===== src/rtl/maxnet_pkg.sv =====
// Shared types and helpers for the Maxnet channel-scan datapath.
//   state_e       : scan controller states
//   clog2()       : ceiling log2 usable in parameter expressions
//   DEFAULT_WIDTH : default channel value width
//   DEFAULT_N     : default channel count
package maxnet_pkg;

    localparam int unsigned DEFAULT_WIDTH = 32;
    localparam int unsigned DEFAULT_N     = 4;

    typedef enum logic [1:0] {
        IDLE = 2'd0,
        SCAN = 2'd1,
        DONE = 2'd2
    } state_e;

    // Smallest r with 2**r >= v (0 for v <= 1).
    function automatic int unsigned clog2(input int unsigned v);
        int unsigned r;
        r = 0;
        for (int unsigned i = 0; i < 32; i++) begin
            if ((64'd1 << i) < 64'(v)) r = i + 1;
        end
        return r;
    endfunction

endpackage


===== src/rtl/lsb_onehot_pick.sv =====
// Picks the lowest set bit of vec_i strictly above the one-hot floor_i.
// A zero floor_i means "no floor": the lowest set bit of vec_i is returned.
//   vec_i   [N] : candidate bit vector
//   floor_i [N] : one-hot lower bound (exclusive), or zero
//   pick_o  [N] : one-hot result, zero when nothing qualifies
//   none_o      : no qualifying bit
module lsb_onehot_pick #(
    parameter int unsigned N = 4
) (
    input  logic [N-1:0] vec_i,
    input  logic [N-1:0] floor_i,
    output logic [N-1:0] pick_o,
    output logic         none_o
);

    logic [N-1:0] above;
    logic [N-1:0] cand;

    always_comb begin
        // Bits strictly above the floor; floor-1 fills everything below it.
        above  = (floor_i == '0) ? '1 : ~(floor_i | (floor_i - N'(1)));
        cand   = vec_i & above;
        // Two's-complement trick isolates the lowest set bit.
        pick_o = cand & (~cand + N'(1));
        none_o = (cand == '0);
    end

endmodule


===== src/rtl/onehot_scan_mux.sv =====
// Snapshots N channel values plus an active mask, then streams the active
// channels lowest index first over valid/ready, ending with a done pulse.
//   clk, rst          : clock, synchronous active-high reset
//   start             : begin a scan (IDLE only)
//   data_in[N*WIDTH]  : flat channel vector, channel i at [i*WIDTH +: WIDTH]
//   active_mask[N]    : channels taking part in the scan
//   out_ready         : downstream accepts the current beat
//   y, y_sel, y_idx   : selected value, one-hot select, binary index
//   y_valid, y_last   : beat valid, final active channel
//   busy, done        : scan in progress, one-cycle end-of-scan pulse
//   beat_count        : beats accepted in the current or last scan
module onehot_scan_mux
    import maxnet_pkg::*;
#(
    parameter int unsigned WIDTH = DEFAULT_WIDTH,
    parameter int unsigned N     = DEFAULT_N,
    parameter int unsigned IDXW  = (clog2(N) < 1) ? 1 : clog2(N),
    parameter int unsigned CNTW  = clog2(N + 1)
) (
    input  logic               clk,
    input  logic               rst,
    input  logic               start,
    input  logic [N*WIDTH-1:0] data_in,
    input  logic [N-1:0]       active_mask,
    input  logic               out_ready,
    output logic [WIDTH-1:0]   y,
    output logic [N-1:0]       y_sel,
    output logic [IDXW-1:0]    y_idx,
    output logic               y_valid,
    output logic               y_last,
    output logic               busy,
    output logic               done,
    output logic [CNTW-1:0]    beat_count
);

    state_e             state_q;
    logic [N*WIDTH-1:0] data_q;
    logic [N-1:0]       mask_q;

    logic [N-1:0]       pick_vec;
    logic [N-1:0]       pick_floor;
    logic [N-1:0]       nxt_ptr;
    logic               pick_none;
    logic [N*WIDTH-1:0] src_data;
    logic [WIDTH-1:0]   nxt_y;
    logic [IDXW-1:0]    nxt_idx;
    logic               nxt_last;

    // y_sel doubles as the scan pointer: it is one-hot in SCAN, zero otherwise.
    always_comb begin
        pick_vec   = (state_q == IDLE) ? active_mask : mask_q;
        pick_floor = (state_q == IDLE) ? '0 : y_sel;
        src_data   = (state_q == IDLE) ? data_in : data_q;
        nxt_y      = '0;
        nxt_idx    = '0;
        for (int unsigned i = 0; i < N; i++) begin
            if (nxt_ptr[i]) begin
                nxt_y   = src_data[i*WIDTH +: WIDTH];
                nxt_idx = IDXW'(i);
            end
        end
        // Next beat is last when no mask bit sits above the next pointer.
        nxt_last = ~|(pick_vec & ~(nxt_ptr | (nxt_ptr - N'(1))));
    end

    lsb_onehot_pick #(
        .N (N)
    ) u_pick (
        .vec_i   (pick_vec),
        .floor_i (pick_floor),
        .pick_o  (nxt_ptr),
        .none_o  (pick_none)
    );

    // Scan controller with registered outputs.
    always_ff @(posedge clk) begin
        if (rst) begin
            state_q    <= IDLE;
            data_q     <= '0;
            mask_q     <= '0;
            y          <= '0;
            y_sel      <= '0;
            y_idx      <= '0;
            y_valid    <= 1'b0;
            y_last     <= 1'b0;
            busy       <= 1'b0;
            done       <= 1'b0;
            beat_count <= '0;
        end else begin
            case (state_q)
                IDLE: begin
                    if (start) begin
                        data_q     <= data_in;
                        mask_q     <= active_mask;
                        beat_count <= '0;
                        if (pick_none) begin
                            state_q <= DONE;
                            done    <= 1'b1;
                        end else begin
                            state_q <= SCAN;
                            busy    <= 1'b1;
                            y_valid <= 1'b1;
                            y_sel   <= nxt_ptr;
                            y_idx   <= nxt_idx;
                            y       <= nxt_y;
                            y_last  <= nxt_last;
                        end
                    end
                end
                SCAN: begin
                    if (y_valid && out_ready) begin
                        beat_count <= beat_count + CNTW'(1);
                        if (y_last) begin
                            state_q <= DONE;
                            done    <= 1'b1;
                            busy    <= 1'b0;
                            y_valid <= 1'b0;
                            y_sel   <= '0;
                            y_idx   <= '0;
                            y       <= '0;
                            y_last  <= 1'b0;
                        end else begin
                            y_sel  <= nxt_ptr;
                            y_idx  <= nxt_idx;
                            y      <= nxt_y;
                            y_last <= nxt_last;
                        end
                    end
                end
                DONE: begin
                    done    <= 1'b0;
                    state_q <= IDLE;
                end
                default: begin
                    state_q <= IDLE;
                end
            endcase
        end
    end

endmodule


===== config.mk =====
export PLATFORM = sky130hd
export DESIGN_NAME = onehot_scan_mux
export DESIGN_NICKNAME = d
export VERILOG_FILES = /design/src/rtl/maxnet_pkg.sv /design/src/rtl/lsb_onehot_pick.sv /design/src/rtl/onehot_scan_mux.sv
export SDC_FILE = /design/constraint.sdc
export NUM_CORES = 1
export LEC_CHECK = 0
export CAP_MARGIN = 10
export CELL_PAD_IN_SITES_DETAIL_PLACEMENT = 0
export CELL_PAD_IN_SITES_GLOBAL_PLACEMENT = 1
export CORE_ASPECT_RATIO = 1.5
export CORE_MARGIN = 2
export CORE_UTILIZATION = 39
export DETAILED_ROUTE_END_ITERATION = 6
export GPL_TIMING_DRIVEN = 0
export MAX_ROUTING_LAYER = met4
export PLACE_DENSITY_LB_ADDON = 0.3
export SETUP_SLACK_MARGIN = 0.5
export SYNTH_ARGS = -nofsm -noshare
export SYNTH_HDL_FRONTEND = slang
export SYNTH_HIERARCHICAL = 1
export SYNTH_SLANG_ARGS = --single-unit

===== constraint.sdc =====
create_clock -name clk -period 6.3 [get_ports clk]
set_clock_uncertainty 0.05 [all_clocks]
set_input_delay 0.945 -clock clk [delete_from_list [all_inputs] [get_ports clk]]
set_output_delay 0.945 -clock clk [all_outputs]
set_load 0.005 [all_outputs]

# == Word-level counts from Yosys, hierarchy flattened ==
# Cells that the tools add are included.
# totals
register_bits,178
inputBits,136
word_cells,92
output_inout_bits,45
# classes
add_sub_neg,4
reduce_logical,14
bitwise_logic,8
eq_ne,7
mux,49
# ops
cell,count
2-to-1 mux 32 bit,8
2-to-1 mux 128 bit,1
one-hot mux 32 bit (2 select lines),1
2-to-1 mux 4 bit,7
2-to-1 mux 2 bit,10
2-to-1 mux 1 bit,13
AND 4 bit,3
inverter 4 bit,3
!= test 2 bit (second input constant),5
AND reduction 5 bit,2
logical NOT 4 bit,2
bitwise OR 4 bit,2
one-hot mux 2 bit (2 select lines),2
one-hot mux 4 bit (2 select lines),1
subtractor 4 x 1 -> 4 bit (second input constant),2
2-to-1 mux 3 bit,2
one-hot mux 3 bit (2 select lines),1
AND reduction 3 bit,2
adder 4 x 1 -> 4 bit (second input constant),1
one-hot mux 1 bit (2 select lines),2
AND reduction 4 bit,1
OR reduction 4 bit,1
adder 3 x 1 -> 3 bit (second input constant),1
one-hot mux 1 bit (3 select lines),1
8 further kinds,8

# == Longest topological paths before layout ==
# Gate-level depths: netlist of run 1.
# depth
depth_word,19
mapped_depth,17
mapped_depth_nobuf,11

# == Hierarchy ==
# Netlist of run 1, hierarchy kept.
# by_module_without_submodules
mod,instances,cells_per_inst,area_each_um2
onehot_scan_mux,1,1161,8413.1
lsb_onehot_pick,1,16,98.8

# == Worst setup path after synthesis of run 1 ==
# No wires, ideal clock.
# synth_timing
kind,register to register
startpoint,reg state_q[0]
endpoint,reg y[9]
path_buffers,6
path_stages_with_launch,17
arrival_time_ns,2.962
path_slack_ns,3.163
required_ns,6.125
cell_sequence,dfxtp_1 -> buf_6 -> or2_2 -> buf_2 -> clkbuf_1 -> and2_1 -> o21ba_2 -> a211oi_2 -> a21oi_1 -> or3b_1 -> a21o_1 -> buf_6 -> nor2b_4 -> buf_6 -> buf_6 -> nand2_1 -> nand2_1
# synth_via
word_cells_on_any_way,29
cone_classes,2 x add/sub; 4 x eq/ne; 13 x mux; 5 x bitwise; 5 x reduce/logical
# synth_lines
item,line,rtl
start: declaration,onehot_scan_mux.sv:36,state_e state_q;
start signal: assignment,onehot_scan_mux.sv:78,state_q <= IDLE;
start signal: assignment,onehot_scan_mux.sv:97,state_q <= DONE;
start signal: assignment,onehot_scan_mux.sv:100,state_q <= SCAN;
logical NOT 2 bit (*),onehot_scan_mux.sv:52,pick_floor = (state_q == IDLE) ? '0 : y_sel;
2-to-1 mux 4 bit (*),onehot_scan_mux.sv:52,
net pick_floor[3],onehot_scan_mux.sv:41,logic [N-1:0] pick_floor;
subtractor 4 x 1 -> 4 bit,lsb_onehot_pick.sv:21,above = (floor_i == '0) ? '1 : ~(floor_i | (floor_i - N'(1)));
bitwise OR 4 bit,lsb_onehot_pick.sv:21,
inverter 4 bit,lsb_onehot_pick.sv:21,
2-to-1 mux 4 bit (*),lsb_onehot_pick.sv:21,
AND 4 bit (*),lsb_onehot_pick.sv:22,cand = vec_i & above;
logical NOT 4 bit (*),lsb_onehot_pick.sv:25,none_o = (cand == '0);
net pick_none,onehot_scan_mux.sv:43,logic pick_none;
!= test 2 bit (no line) (*),--,
AND reduction 4 bit (no line) (*),--,
end signal: assignment,onehot_scan_mux.sv:105,y <= nxt_y;
end signal: assignment,onehot_scan_mux.sv:125,y <= nxt_y;
end: declaration,onehot_scan_mux.sv:26,"output logic [WIDTH-1:0] y,"
# Mark *: on every way through the listed nets, which the timed path passes. The rest lies on a longest branch. The select of a mux whose other input is x is not followed.
# A chain may end at the register's enable or synchronous reset.

# == Worst setup path in the final report of run 1 ==
# layout_timing
startpoint,reg state_q[0]
endpoint,reg y[12]
# layout_via
word_cells_on_any_way,29
cone_classes,2 x add/sub; 4 x eq/ne; 13 x mux; 5 x bitwise; 5 x reduce/logical
# layout_lines
item,line,rtl
logical NOT 2 bit (*),onehot_scan_mux.sv:52,
2-to-1 mux 4 bit (*),onehot_scan_mux.sv:52,
net pick_floor[3],onehot_scan_mux.sv:41,
subtractor 4 x 1 -> 4 bit,lsb_onehot_pick.sv:21,
bitwise OR 4 bit,lsb_onehot_pick.sv:21,
inverter 4 bit,lsb_onehot_pick.sv:21,
2-to-1 mux 4 bit (*),lsb_onehot_pick.sv:21,
AND 4 bit (*),lsb_onehot_pick.sv:22,
inverter 4 bit,lsb_onehot_pick.sv:24,pick_o = cand & (~cand + N'(1));
adder 4 x 1 -> 4 bit,lsb_onehot_pick.sv:24,
AND 4 bit (*),lsb_onehot_pick.sv:24,
net nxt_ptr[3],onehot_scan_mux.sv:42,logic [N-1:0] nxt_ptr;
2-to-1 mux 32 bit (*),onehot_scan_mux.sv:57,if (nxt_ptr[i]) begin
2-to-1 mux 32 bit (on tied branches),"onehot_scan_mux.sv:113, onehot_scan_mux.sv:96",
2-to-1 mux 32 bit (on tied branches),"onehot_scan_mux.sv:111, onehot_scan_mux.sv:92",
one-hot mux 32 bit (2 select lines) (*),onehot_scan_mux.sv:90,case (state_q)
# Marked as above.

==> metrics.txt, run 1 <==
slew at the pin with the worst max-slew slack=0.709 ns; outcome=completed; post-synthesis compound-gate area fraction=21.5%; asr flop ratio synth=0%; Final Hold Fails=0; crit path capture type=register; ys flop type=dfxtp_1; Max Cap Violations=0; Final Worst Setup Slack=2.39 ns; share of layout cells above drive strength 1=5.47%; WS Path Type=register to register; initial antenna violation count=0; die area=23000 µm²; vias=8814; Core Box Area=21600 µm²; multi-input logic area=4440 µm²; Worst EP arrival=4.18 ns; Syn Inst Count=1177; clock sink count=178; Skew-Pair Late Insertion Delay=0.44 ns; Die X=125 µm; internal power=2190 µW; switching pwr=998 µW; commonest non-fill, non-tap cell in the layout=nand2_1; clock tree buffer depth=2; DIE HEIGHT=185 µm; CP max FO=10; combinational share of power=25.0%; area share of fa/ha/maj cells after synthesis=0.147%; HP Class=register to register; Root Buffer=clkbuf_16; clock network power share=35.2%; placed wire-length estimate=22600 µm; # rows=66; setup TNS=0 ns; synthesis-stage register bit count=178; ANT nets after route=0; RD Place Congestion=0.863; GRT Residual Overflow=0; Hold Path Cell Cnt=2; CP endpoint=y[12]; GRT Util Overall=26.6%; Post-Syn Area=8510 µm²; Post-synth EDFFs=0; crit share post-route=62.1%; Achievable Freq=256 MHz; Seq. cell area=3560 µm²; DP Worst Slack=2.47 ns; Setup Buffers After CTS=0; H-tree levels=4; reg2reg end=y[12]; CTS tree=yes; Yosys cell types=40; Area after DPL=10700 µm²; Slew HR=52.7%; Reg2Reg Depth=14; RSZ-0062 raised after global routing=no; sw frac=31.3%; post-route design area=11300 µm²; Tmin final=3.91 ns; CP Launch Type=register; multiplexer share of the synthesized area=4.28%; vias in the first global route=8211; hold-fix buffers at CTS=0; fill count=2135; CTS buffer count=17; drt drc=0; Syn Nets=1314; hold slack=0.393 ns; ant diodes=0; nets=1513; Layout area overhead=32.3%; most frequent cells in the layout=nand2_1, clkdlybuf4s50_1, dfxtp_1; setup violators final=0; sequential group share of total power=39.8%; first-pass GRT wire length=45800 µm; WL final=30300 µm; synth warn=6; pins over their slew limit=0; initial core utilization=39.5%; xor and xnor area share after synthesis=0.103%; Setup crit start=state_q[0]; Worst Path Required=6.57 ns; Vias/cell=5.31; Lkg Pwr=0.00438 µW; router iterations before antenna repair=7; largest family of logic cells by synthesized area=simple AND/OR/NAND/NOR gates; Syn Area/Cell=7.23 µm²; peak supply drop=0.194 mV; CTS resizes=0; flop2flop setup slack=2.39 ns; drt initial violations=664; largest net degree at the start of global routing=17; PwrDens=283 nW/µm²; IO Port Bufs=180; Seq/Total Area, Yosys=41.9%; Total Power=3190 µW; # IOs=181; Worst R2R Start=state_q[0]; Simple-Gate Fraction of Synth Area=26.1%; clock slew at reported path FFs=0.07 ns; drt wl/cell=18.3 µm
power by group through the flow:
stage | Combinational, µW | Sequential, µW | Clock (µW)
4_1_cts | 795 | 1270 | 1130
3_3_place_gp | 787 | 1290 | 0
3_5_place_dp | 790 | 1290 | 0
6_report | 795 | 1270 | 1120
2_1_floorplan | 426 | 1290 | 0
5_1_grt | 860 | 1280 | 1190
sequential cells by signal (all words and copies together), names as in the netlist:
name and cells:
data_q 128, y 32, mask_q 4, y_sel 4, beat_count 3, state_q 2
y_idx 2, busy 1, done 1, y_last 1
cell usage after synthesis, types with 8 or more instances:
library cell / instances / share of area (%)
a32oi_1: 32 / 3.3
dfxtp_1: 178 / 42
a21boi_0: 32 / 2.8
mux2i_1: 33 / 3.9
o311ai_1: 30 / 3.1
nor2_1: 14 / 0.62
a21oi_1: 170 / 10
nand2_1: 530 / 23
buf_6: 10 / 1.3
a22oi_1: 8 / 0.71
clkbuf_1: 63 / 2.8
buf_2: 21 / 1.2
critical path: stages (launching register included):
cell and delay [ns]:
dfxtp_1 0.32, buf_6 0.13, or2_2 0.32, buf_2 0.22, clkbuf_1 0.27, and2_1 0.30, o21ba_2 0.23, a211oi_2 0.29
nor4bb_1 0.09, clkbuf_1 0.21, nor2_1 0.34, clkbuf_1 0.45, a32oi_1 0.28, o311ai_1 0.21, nand2_1 0.08
per-layer routing:
metal  GRT usage [%]  up-vias  wire, µm
met4            12.1        0      1280
met3            3.78       54      1400
li1                -     4338         -
met5               -        -         0
met2            46.7      295     15400
met1            30.0     4127     12300
how the worst min path moves through the flow:
| stage | startpoint | to | slack [ns] |
|---|---|---|---|
| 2_1_floorplan | mask_q[1] | mask_q[1] | 0.38 |
| 5_1_grt | y[19] | y[19] | 0.41 |
| 3_5_place_dp | y[3] | y[3] | 0.38 |
| 4_1_cts | y[11] | y[11] | 0.39 |
| 6_report | y[11] | y[11] | 0.39 |
| 3_3_place_gp | y[2] | y[2] | 0.38 |
per-stage QoR:
stage	util [%]	std cells
final	52.3	1661
after global placement	49.4	1629
after CTS	52.3	1661
after detailed placement	49.4	1629
after floorplan	-	1177
after global routing	52.3	1661
cell type report:
class                   count  share of cell area [%]
multi-input cells         895                    39.4
flip-flops and latches    178                    31.6
repair buffers            180                    16.0
plain buffers              99                    4.37
clock buffers              21                    4.09
well taps                 272                    3.02
clock inverters            11                    1.33
inverters                   5                   0.167
cell families after synthesis:
kind of cell	Yosys count
AO/OA/AOI/OAI	287
XOR/XNOR	1
adder cells (fa/ha/maj)	1
buffers and inverters	104
flip-flops	178
multiplexers	36
AND/OR/NAND/NOR	570
No activity file was read; power rests on OpenSTA's default activity.
==> run 2, diff against run 1 <==
--- a/config.mk
+++ b/config.mk
@@ -10,7 +10,7 @@
 export CELL_PAD_IN_SITES_GLOBAL_PLACEMENT = 1
 export CORE_ASPECT_RATIO = 1.5
 export CORE_MARGIN = 2
-export CORE_UTILIZATION = 39
+export CORE_UTILIZATION = 37
 export DETAILED_ROUTE_END_ITERATION = 6
 export GPL_TIMING_DRIVEN = 0
 export MAX_ROUTING_LAYER = met4
==> constraint.sdc (replaced) <==
create_clock -name clk -period 3.8 [get_ports clk]
set_clock_uncertainty 0.05 [all_clocks]
set_input_delay 0.57 -clock clk [delete_from_list [all_inputs] [get_ports clk]]
set_output_delay 0.57 -clock clk [all_outputs]
set_load 0.005 [all_outputs]
==> run 2 against run 1 <==
Effect of this change:
- clock power up 63%
- final cell count is 0.72% higher
- combinational power grew 74%
- setup slack worse by 1.8 ns
- non-clock buffer count increased by 5
- total power increased by 66%
- wire length rose by 3.5%
- maximum frequency up 23%
- critical path type unchanged
- critical endpoint is now y[28]
- largest power group unchanged
- highest routed layer unchanged
==> metrics.txt, run 2 (same netlist as run 1, synthesis figures left out) <==
Levels on crit path=16 (+2); # rows=68 (+3.0%); delay-heaviest family, CP=simple AND/OR/NAND/NOR gates; ANT nets after route=0 (unchanged); GRT Residual Overflow=0 (unchanged); Slew HR=50.4% (-2.3 points); CTS buffer count=17 (unchanged); Top Registers=data_q: 128 flops, y: 32 flops; drt initial violations=787 (+19%); DIE HEIGHT=190 µm (+2.6%); outcome=completed; CTS tree=yes; Skew-Pair Late Insertion Delay=0.45 ns (about the same); reg2reg end=y[28]; setup violators final=0 (unchanged); Layout area overhead=35.0%; most frequent cells in the layout=nand2_1, clkdlybuf4s50_1, dfxtp_1; H-tree levels=4 (unchanged); switching pwr=1700 µW (+71%); hold-fix buffers at CTS=0 (unchanged); vias in the first global route=8185 (-0.32%); pins over their slew limit=0 (unchanged); hold slack=0.389 ns (-0.00480 ns); crit share post-route=83.6% (+22 points); ant diodes=0 (unchanged); CP Launch Type=register; Max Cap Violations=0 (unchanged); CP max stage delay=0.36 ns (-0.09 ns); internal power=3590 µW (+64%); cells along the critical path=buf_6, or2_4, buf_6, buf_8, and2_4, o21ba_2, a211oi_4, a21oi_4, or3b_1, a21o_1, buf_6, nor2b_4, buf_6, buf_6, nand2_1, nand2_1; clock network power share=34.3% (-0.9 points); Vias/cell=5.23 (-1.4%); Die X=128 µm (+2.6%); first-pass GRT wire length=46700 µm (+2.1%); WS Path Type=register to register; sequential group share of total power=39.6% (-0.2 points); WP buf/inv=6 (+1); GRT Util Overall=26.2% (-0.33 points); clock slew at reported path FFs=0.07 ns (about the same); Reg2Reg Depth=16 (+2); CP max FO=10 (unchanged); Final Hold Fails=0 (unchanged); IO Port Bufs=180 (unchanged); RD Place Congestion=0.878 (+1.7%); HP Class=register to register; PwrDens=461 nW/µm² (+63%); vias=8750 (-0.73%); clock tree buffer depth=2 (unchanged); drt wl/cell=18.8 µm (+2.7%); initial core utilization=37.3% (-2.2 points); Achievable Freq=315 MHz (+23%); Tmin final=3.18 ns (-0.734 ns); Setup crit start=state_q[0]; Worst path slowest cell=or3b_1; drt drc=0 (unchanged); nets=1518 (+0.33%); Worst R2R Start=state_q[0]; max reg flops=128 (unchanged); Worst Path Required=4.07 ns (-2.50 ns); sw frac=32.2% (+0.86 points); die area=24300 µm² (+5.3%); Lkg Pwr=0.00446 µW (+1.9%); placed wire-length estimate=23200 µm (+2.5%); peak supply drop=0.293 mV (+51%); CP most frequent cell=buf_6; # IOs=181 (unchanged); commonest non-fill, non-tap cell in the layout=nand2_1; most flop-heavy register=data_q; initial antenna violation count=0 (unchanged); router iterations before antenna repair=5 (-2); combinational share of power=26.1% (+1.1 points); Inst Count DP=1637 (+0.49%); flop2flop setup slack=0.62 ns (-1.77 ns); Worst EP arrival=3.45 ns (-0.73 ns); slew at the pin with the worst max-slew slack=0.743 ns (+0.0341 ns); Root Buffer=clkbuf_16; Core Box Area=22800 µm² (+5.8%); non-filler instance count after layout=1673 (+0.72%); clock sink count=178 (unchanged); setup TNS=0 ns (unchanged); CP endpoint=y[28]; RSZ-0062 raised after global routing=no; crit path capture type=register; WL final=31400 µm (+3.5%); largest net degree at the start of global routing=17 (unchanged); share of layout cells above drive strength 1=8.26% (+2.8 points)
==> run 2: tightest hold or removal path, delay by kind of cell, from the launching register on <==
family           cells  cell delay (ns)
DFF                  1             0.31
and+or+nand+nor      2             0.09
==> run 2: power by group through the flow <==
| stage | logic, µW | clock network (µW) | registers [µW] |
|---|---|---|---|
| global route | 1490 | 1920 | 2120 |
| global placement | 1310 | 0 | 2140 |
| CTS | 1370 | 1830 | 2100 |
| floorplan | 706 | 0 | 2130 |
| detailed placement | 1310 | 0 | 2140 |
| finish | 1380 | 1820 | 2100 |
==> run 2: how the worst min path moves through the flow <==
stage                     startpoint   endpoint  slack [ns]  cells past startpoint
final                          y[18]      y[18]        0.39                      2
after detailed placement       y[13]      y[13]        0.38                      2
after floorplan            mask_q[1]  mask_q[1]        0.38                      2
after CTS                      y[13]      y[13]        0.39                      2
after global placement         y[19]      y[19]        0.38                      2
after global routing           y[24]      y[24]        0.40                      2
==> run 2: repair_timing <==
item	in CTS	in global routing
pin swaps	1	2
endpoints found under the setup margin	40	32
hold endpoints to repair	0	0
resized for setup	46	12
buffers inserted	1	4
==> run 2: final cells by class <==
cell class / instances / area [µm²]
fillers: 2302 / 11300
repair buffers: 185 / 1840
multi-input cells: 895 / 4570
inverters: 5 / 18.8
clock inverters: 12 / 148
clock buffers: 19 / 443
well taps: 280 / 350
plain buffers: 99 / 554
flip-flops and latches: 178 / 3560
==> run 2: metal layers <==
layer  global-route usage [%]  up-vias  share of wire (%)
met5                        -        -                  0
met2                     45.7      280                 51
li1                         -     4351                  -
met4                     8.62        0                2.6
met3                     3.57       49                4.3
met1                     31.1     4070                 42
==> run 2: metrics by stage <==
step           power, µW  util, %  setup WS (ns)  instance area, µm²
6_report            5300     50.4          0.623               11500
5_1_grt             5530     50.4          0.498               11500
4_1_cts             5300     50.1          0.516               11400
3_5_place_dp        3450     46.8         -0.342               10700
3_3_place_gp        3440     46.8         -0.333               10700
2_1_floorplan       2840        -          0.663                8510
==> RTL edit 1: new RTL, flow settings as in run 2 <==
Set the package constant `DEFAULT_N` to 8 (it was 4).
--- a/src/rtl/maxnet_pkg.sv
+++ b/src/rtl/maxnet_pkg.sv
@@ -6,7 +6,7 @@
 package maxnet_pkg;
 
     localparam int unsigned DEFAULT_WIDTH = 32;
-    localparam int unsigned DEFAULT_N     = 4;
+    localparam int unsigned DEFAULT_N     = 8;
 
     typedef enum logic [1:0] {
         IDLE = 2'd0,
Interface: changed (5 resized); port bits go from 181 to 319. No check against the original RTL was run, so the function may have changed too.
==> RTL edit 1 against run 2 <==
- the flow now finishes with violations (setup timing)
- cell area grew 110%
- synthesized cell count is 88% higher
- setup slack worse by 810 ps
- sequential cell count is 138 higher
- power increased by 95%
- non-clock buffer count grew 297
- area after synthesis grew 89%
- wire length grew to 2.7 times the old value
==> RTL edit 1: results (changes against run 2) <==
first-pass GRT wire length = 119000 µm (was 46700 µm)
Synth top cells by count = 835 x nand2_1, 316 x dfxtp_1, 307 x a21oi_1, 127 x nand3_1, 116 x mux2i_1 (was 530 x nand2_1, 178 x dfxtp_1, 170 x a21oi_1, 63 x clkbuf_1, 33 x mux2i_1)
Pint = 6.85 mW (was 3.59 mW)
Register Area = 6330 µm² (was 3560 µm²)
synthesized net count = 2485 (was 1314)
Avg Cell Area, Syn = 7.27 µm² (was 7.23 µm²)
clock buffer count from CTS = 35 (was 17)
pre-CTS setup slack = -1180 ps (was -342 ps)
grt met2 use = 65.5% (was 45.7%)
number of vias per cell = 5.64 (was 5.23)
leakage dissipation = 9.14 nW (was 4.46 nW)
Post-DP Area = 20100 µm² (was 10700 µm²)
post_cts resized = 283 (was 46)
Post-Synth XOR/XNOR Area = 0.109% (was 0.103%)
Buffers excl. clock = 581 (was 284)
largest net degree at the start of global routing = 13 (was 17)
met1 usage = 37.6% (was 31.1%)
Slew HR = 39.3% (was 50.4%)
post-DP HPWL = 66300 µm (was 23200 µm)
final setup margin = -186 ps (was 623 ps)
fraction of area in multi-input gates = 42.9% (was 39.8%)
Detailed Route WL = 85200 µm (was 31400 µm)
met3 Usage GRT = 4.04% (was 3.57%)
failing checks = setup timing
Clock Path Buffers = 3 (was 2)
Layout Nets = 2914 (was 1518)
mux contribution to synthesized area = 7.72% (was 4.28%)
Final setup viols = 26 (was 0)
NonClk Buf Share = 22.3% (was 20.8%)
critical path capture point = y[13] (was y[28])
WHS Endpoint = y[29] (was y[18])
Post-CTS Repair Setup Buffers = 42 (was 1)
clk_lat worst skew = 540 ps (was 450 ps)
Post-Place Cells = 3103 (was 1637)
Data arrival, critical path = 4310 ps (was 3450 ps)
hold_ws = 400 ps (was 389 ps)
all-layer global routing usage = 37.2% (was 26.2%)
Seq/Total Area, Yosys = 39.3% (was 41.9%)
maximum VDD drop = 0.390 mV (was 0.293 mV)
Worst Hold Launch = y[29] (was y[18])
fill count = 4081 (was 2302)
average wire per standard cell = 26.3 µm (was 18.8 µm)
sequential cell count = 316 (was 178)
IO Port Bufs = 317 (was 180)
largest cells by area after synthesis = dfxtp_1 39%, nand2_1 19%, a21oi_1 9.5%, mux2i_1 7.2%, nand3_1 3.9% (was dfxtp_1 42%, nand2_1 23%, a21oi_1 10%, mux2i_1 3.9%, a32oi_1 3.3%)
nonclk inv count = 8 (was 5)
clock buffers = 54 (was 19)
vias in the first global route = 17.6k (was 8185)
Reg2Reg Depth = 18 (was 16)
DRT iter0 DRCs = 1516 (was 787)
TritonRoute pass-1 iters = 6 (was 5)
outcome = finished, violations left (was finished, final reports clean)
ClkCell Share = 4.85% (was 5.14%)
power per cell area = 437 nW/µm² (was 461 nW/µm²)
H-tree depth = 2 (was 4)
comb_multi_in = 1703 (was 895)
Tap Count = 570 (was 280)
RTL edit 1: critical path, stage by stage, from the launching register on:
cell	delay, ps
dfxtp_2	320
buf_6	110
or2_4	250
buf_6	130
buf_12	120
buf_12	130
and2_4	160
buf_6	110
buf_6	120
o41ai_4	380
o221ai_4	180
buf_12	170
buf_4	130
nor3_4	320
nor2b_4	340
clkbuf_8	250
nand3_1	170
a32oi_2	310
a211oi_1	80
RTL edit 1: layer usage:
layer  up-vias  routed length [µm]  share of wire (%)
met5         -                   0                  0
met4         0                8500                 10
met3       266                4120                4.8
met2       784               42600                 50
met1      8737               29900                 35
li1       8469                   -                  -
RTL edit 1: power groups by stage:
stage               clock network, mW  registers [mW]  logic [mW]
floorplan                           0            3.73        1.30
global placement                    0            3.76        2.55
detailed placement                  0            3.77        2.56
CTS                              3.55            3.70        2.92
global route                     3.67            3.73        3.22
finish                           3.53            3.71        3.10
==> RTL edit 2: new RTL, config.mk and constraints of run 2 <==
Without the edit above. Encoding of `state_e`: now one-hot (3 bits for 3 states).
--- a/src/rtl/maxnet_pkg.sv
+++ b/src/rtl/maxnet_pkg.sv
@@ -8,10 +8,10 @@
     localparam int unsigned DEFAULT_WIDTH = 32;
     localparam int unsigned DEFAULT_N     = 4;
 
-    typedef enum logic [1:0] {
-        IDLE = 2'd0,
-        SCAN = 2'd1,
-        DONE = 2'd2
+    typedef enum logic [2:0] {
+        IDLE = 3'b001,
+        SCAN = 3'b010,
+        DONE = 3'b100
     } state_e;
 
     // Smallest r with 2**r >= v (0 for v <= 1).
Behaviour: no difference found for any inputs over 4 cycles, from zero or initial values and one cycle with rst high; so few cycles prove little.
==> RTL edit 2 against run 2 <==
- area after synthesis is 4.8% higher
- setup slack got worse by 220 ps
- wire length increased by 11%
- critical endpoint is now y[11]
- first-iteration DRC count is 18% lower
- worst hold slack improved by 14 ps
- cell area rose by 7.3%
- largest cell class unchanged
- global-route usage is 1.9 points higher
- sequential cell count rose by 1
- non-clock buffer count is 26 higher
Power is not compared: it rests on default switching activity, and its combinational part moved more than twofold at a synthesized area within 25%.
==> RTL edit 2: results (changes against run 2) <==
vias post-DR = 9305 (was 8750)
fill count = 2379 (was 2302)
DRT iter0 DRCs = 643 (was 787)
Worst Hold Launch = data_q[84] (was y[18])
Synth cell types = 46 (was 40)
gpl congestion = 0.948 (was 0.878)
Synth Area in Compound Gates = 21.6% (was 21.5%)
Worst Setup SP = state_q[1] (was state_q[0])
Layout Nets = 1520 (was 1518)
synthesized net count = 1301 (was 1314)
Post-DP Area = 11100 µm² (was 10700 µm²)
mux contribution to synthesized area = 4.87% (was 4.28%)
WHS Endpoint = data_q[84] (was y[18])
outcome = finished, final reports clean (unchanged)
Post-Synth XOR/XNOR Area = 0.196% (was 0.103%)
Synth top cells by count = 396 x nand2_1, 179 x dfxtp_1, 167 x a21oi_1, 70 x clkbuf_1, 61 x nand3b_1 (was 530 x nand2_1, 178 x dfxtp_1, 170 x a21oi_1, 63 x clkbuf_1, 33 x mux2i_1)
average wire per standard cell = 20.3 µm (was 18.8 µm)
share of cells above drive strength 1 = 14.3% (was 8.26%)
Slew HR = 18.6% (was 50.4%)
Synth Area in Adders = 0.140% (was 0.147%)
all-layer global routing usage = 28.2% (was 26.2%)
CP Max Fanout = 7 (was 10)
vias in the first global route = 9111 (was 8185)
first-pass GRT wire length = 52100 µm (was 46700 µm)
Reg2Reg Depth = 14 (was 16)
Data arrival, critical path = 3730 ps (was 3450 ps)
r2r setup slk = 410 ps (was 620 ps)
Crit Reg-Reg Endpoint = y[11] (was y[28])
==> RTL edit 2: worst max-delay path by stage <==
stage               endpoint  slack (ps)
CTS                     y[0]         410
global route           y[20]         340
floorplan              y[10]         510
detailed placement      y[6]        -460
global placement        y[6]        -500
finish                 y[11]         410
==> RTL edit 2: layer usage <==
layer / GRT usage, % / wire, µm / vias to the layer above
met3: 4.11 / 1580 / 97
met4: 18.6 / 2640 / 0
met2: 46.3 / 17200 / 322
met5: - / 0 / -
met1: 31.2 / 13400 / 4407
li1: - / - / 4479
==> RTL edit 2: logic make-up (layout without fill, tap and decap cells) <==
group | after synthesis | in the layout
DFF | 179 | 179
and+or+nand+nor | 541 | 541
buffers and inverters | 120 | 350
adders and majority gates | 1 | 1
xor gates and xnor gates | 2 | 2
AOI/OAI and AO/OA | 283 | 283
muxes | 38 | 38
other | 0 | 1
==> RTL edit 2: worst max-delay path, cell delays in order, from the launching register on <==
cell and delay, ps:
dfxtp_1 310, buf_6 120, or3b_4 410, buf_8 140, buf_8 120, and2_4 170, o21ba_4 220, a211oi_4 250
a211oi_2 50, buf_4 160, or4b_4 610, buf_8 190, a21oi_2 120, a2111o_1 220, a32o_1 180
==> RTL edit 2: stage by stage <==
stage               utilization, %  std cells  TNS (ps)  hold slack (ps)  setup WS, ps
floorplan                        -       1164         0              382           510
global placement              47.1       1663    -11840              389          -500
detailed placement            47.1       1663    -11420              394          -464
CTS                           51.2       1708         0              404           411
global route                  52.1       1714         0              418           344
finish                        52.1       1714         0              403           405
==> RTL edit 2: where the power goes <==
group          switching [mW]  internal (mW)  leakage, nW  total [mW]
Sequential              0.147           2.14         1.47        2.28
Clock                   0.791          0.916        0.277        1.71
Combinational            1.92           1.45         2.74        3.37
==> RTL edit 2: area by class of cell <==
class | count | area, µm² | area share (%)
antenna | 1 | 2.50 | 0.0203
buffer | 110 | 673 | 5.46
clock buffer | 18 | 439 | 3.56
clock inverter | 12 | 110 | 0.893
inverter | 10 | 37.5 | 0.305
multi-input combinational | 865 | 5060 | 41.1
sequential | 179 | 3590 | 29.1
tap | 319 | 399 | 3.24
timing repair buffer | 200 | 2010 | 16.3
==> RTL edit 2: what timing repair did <==
action                                  4_1_cts  5_1_grt
endpoints found under the setup margin       39       36
resized for setup                            93       52
setup buffers                                14        4
gates cloned                                  1        1
pin swaps                                    44       16
hold buffers                                  0        0
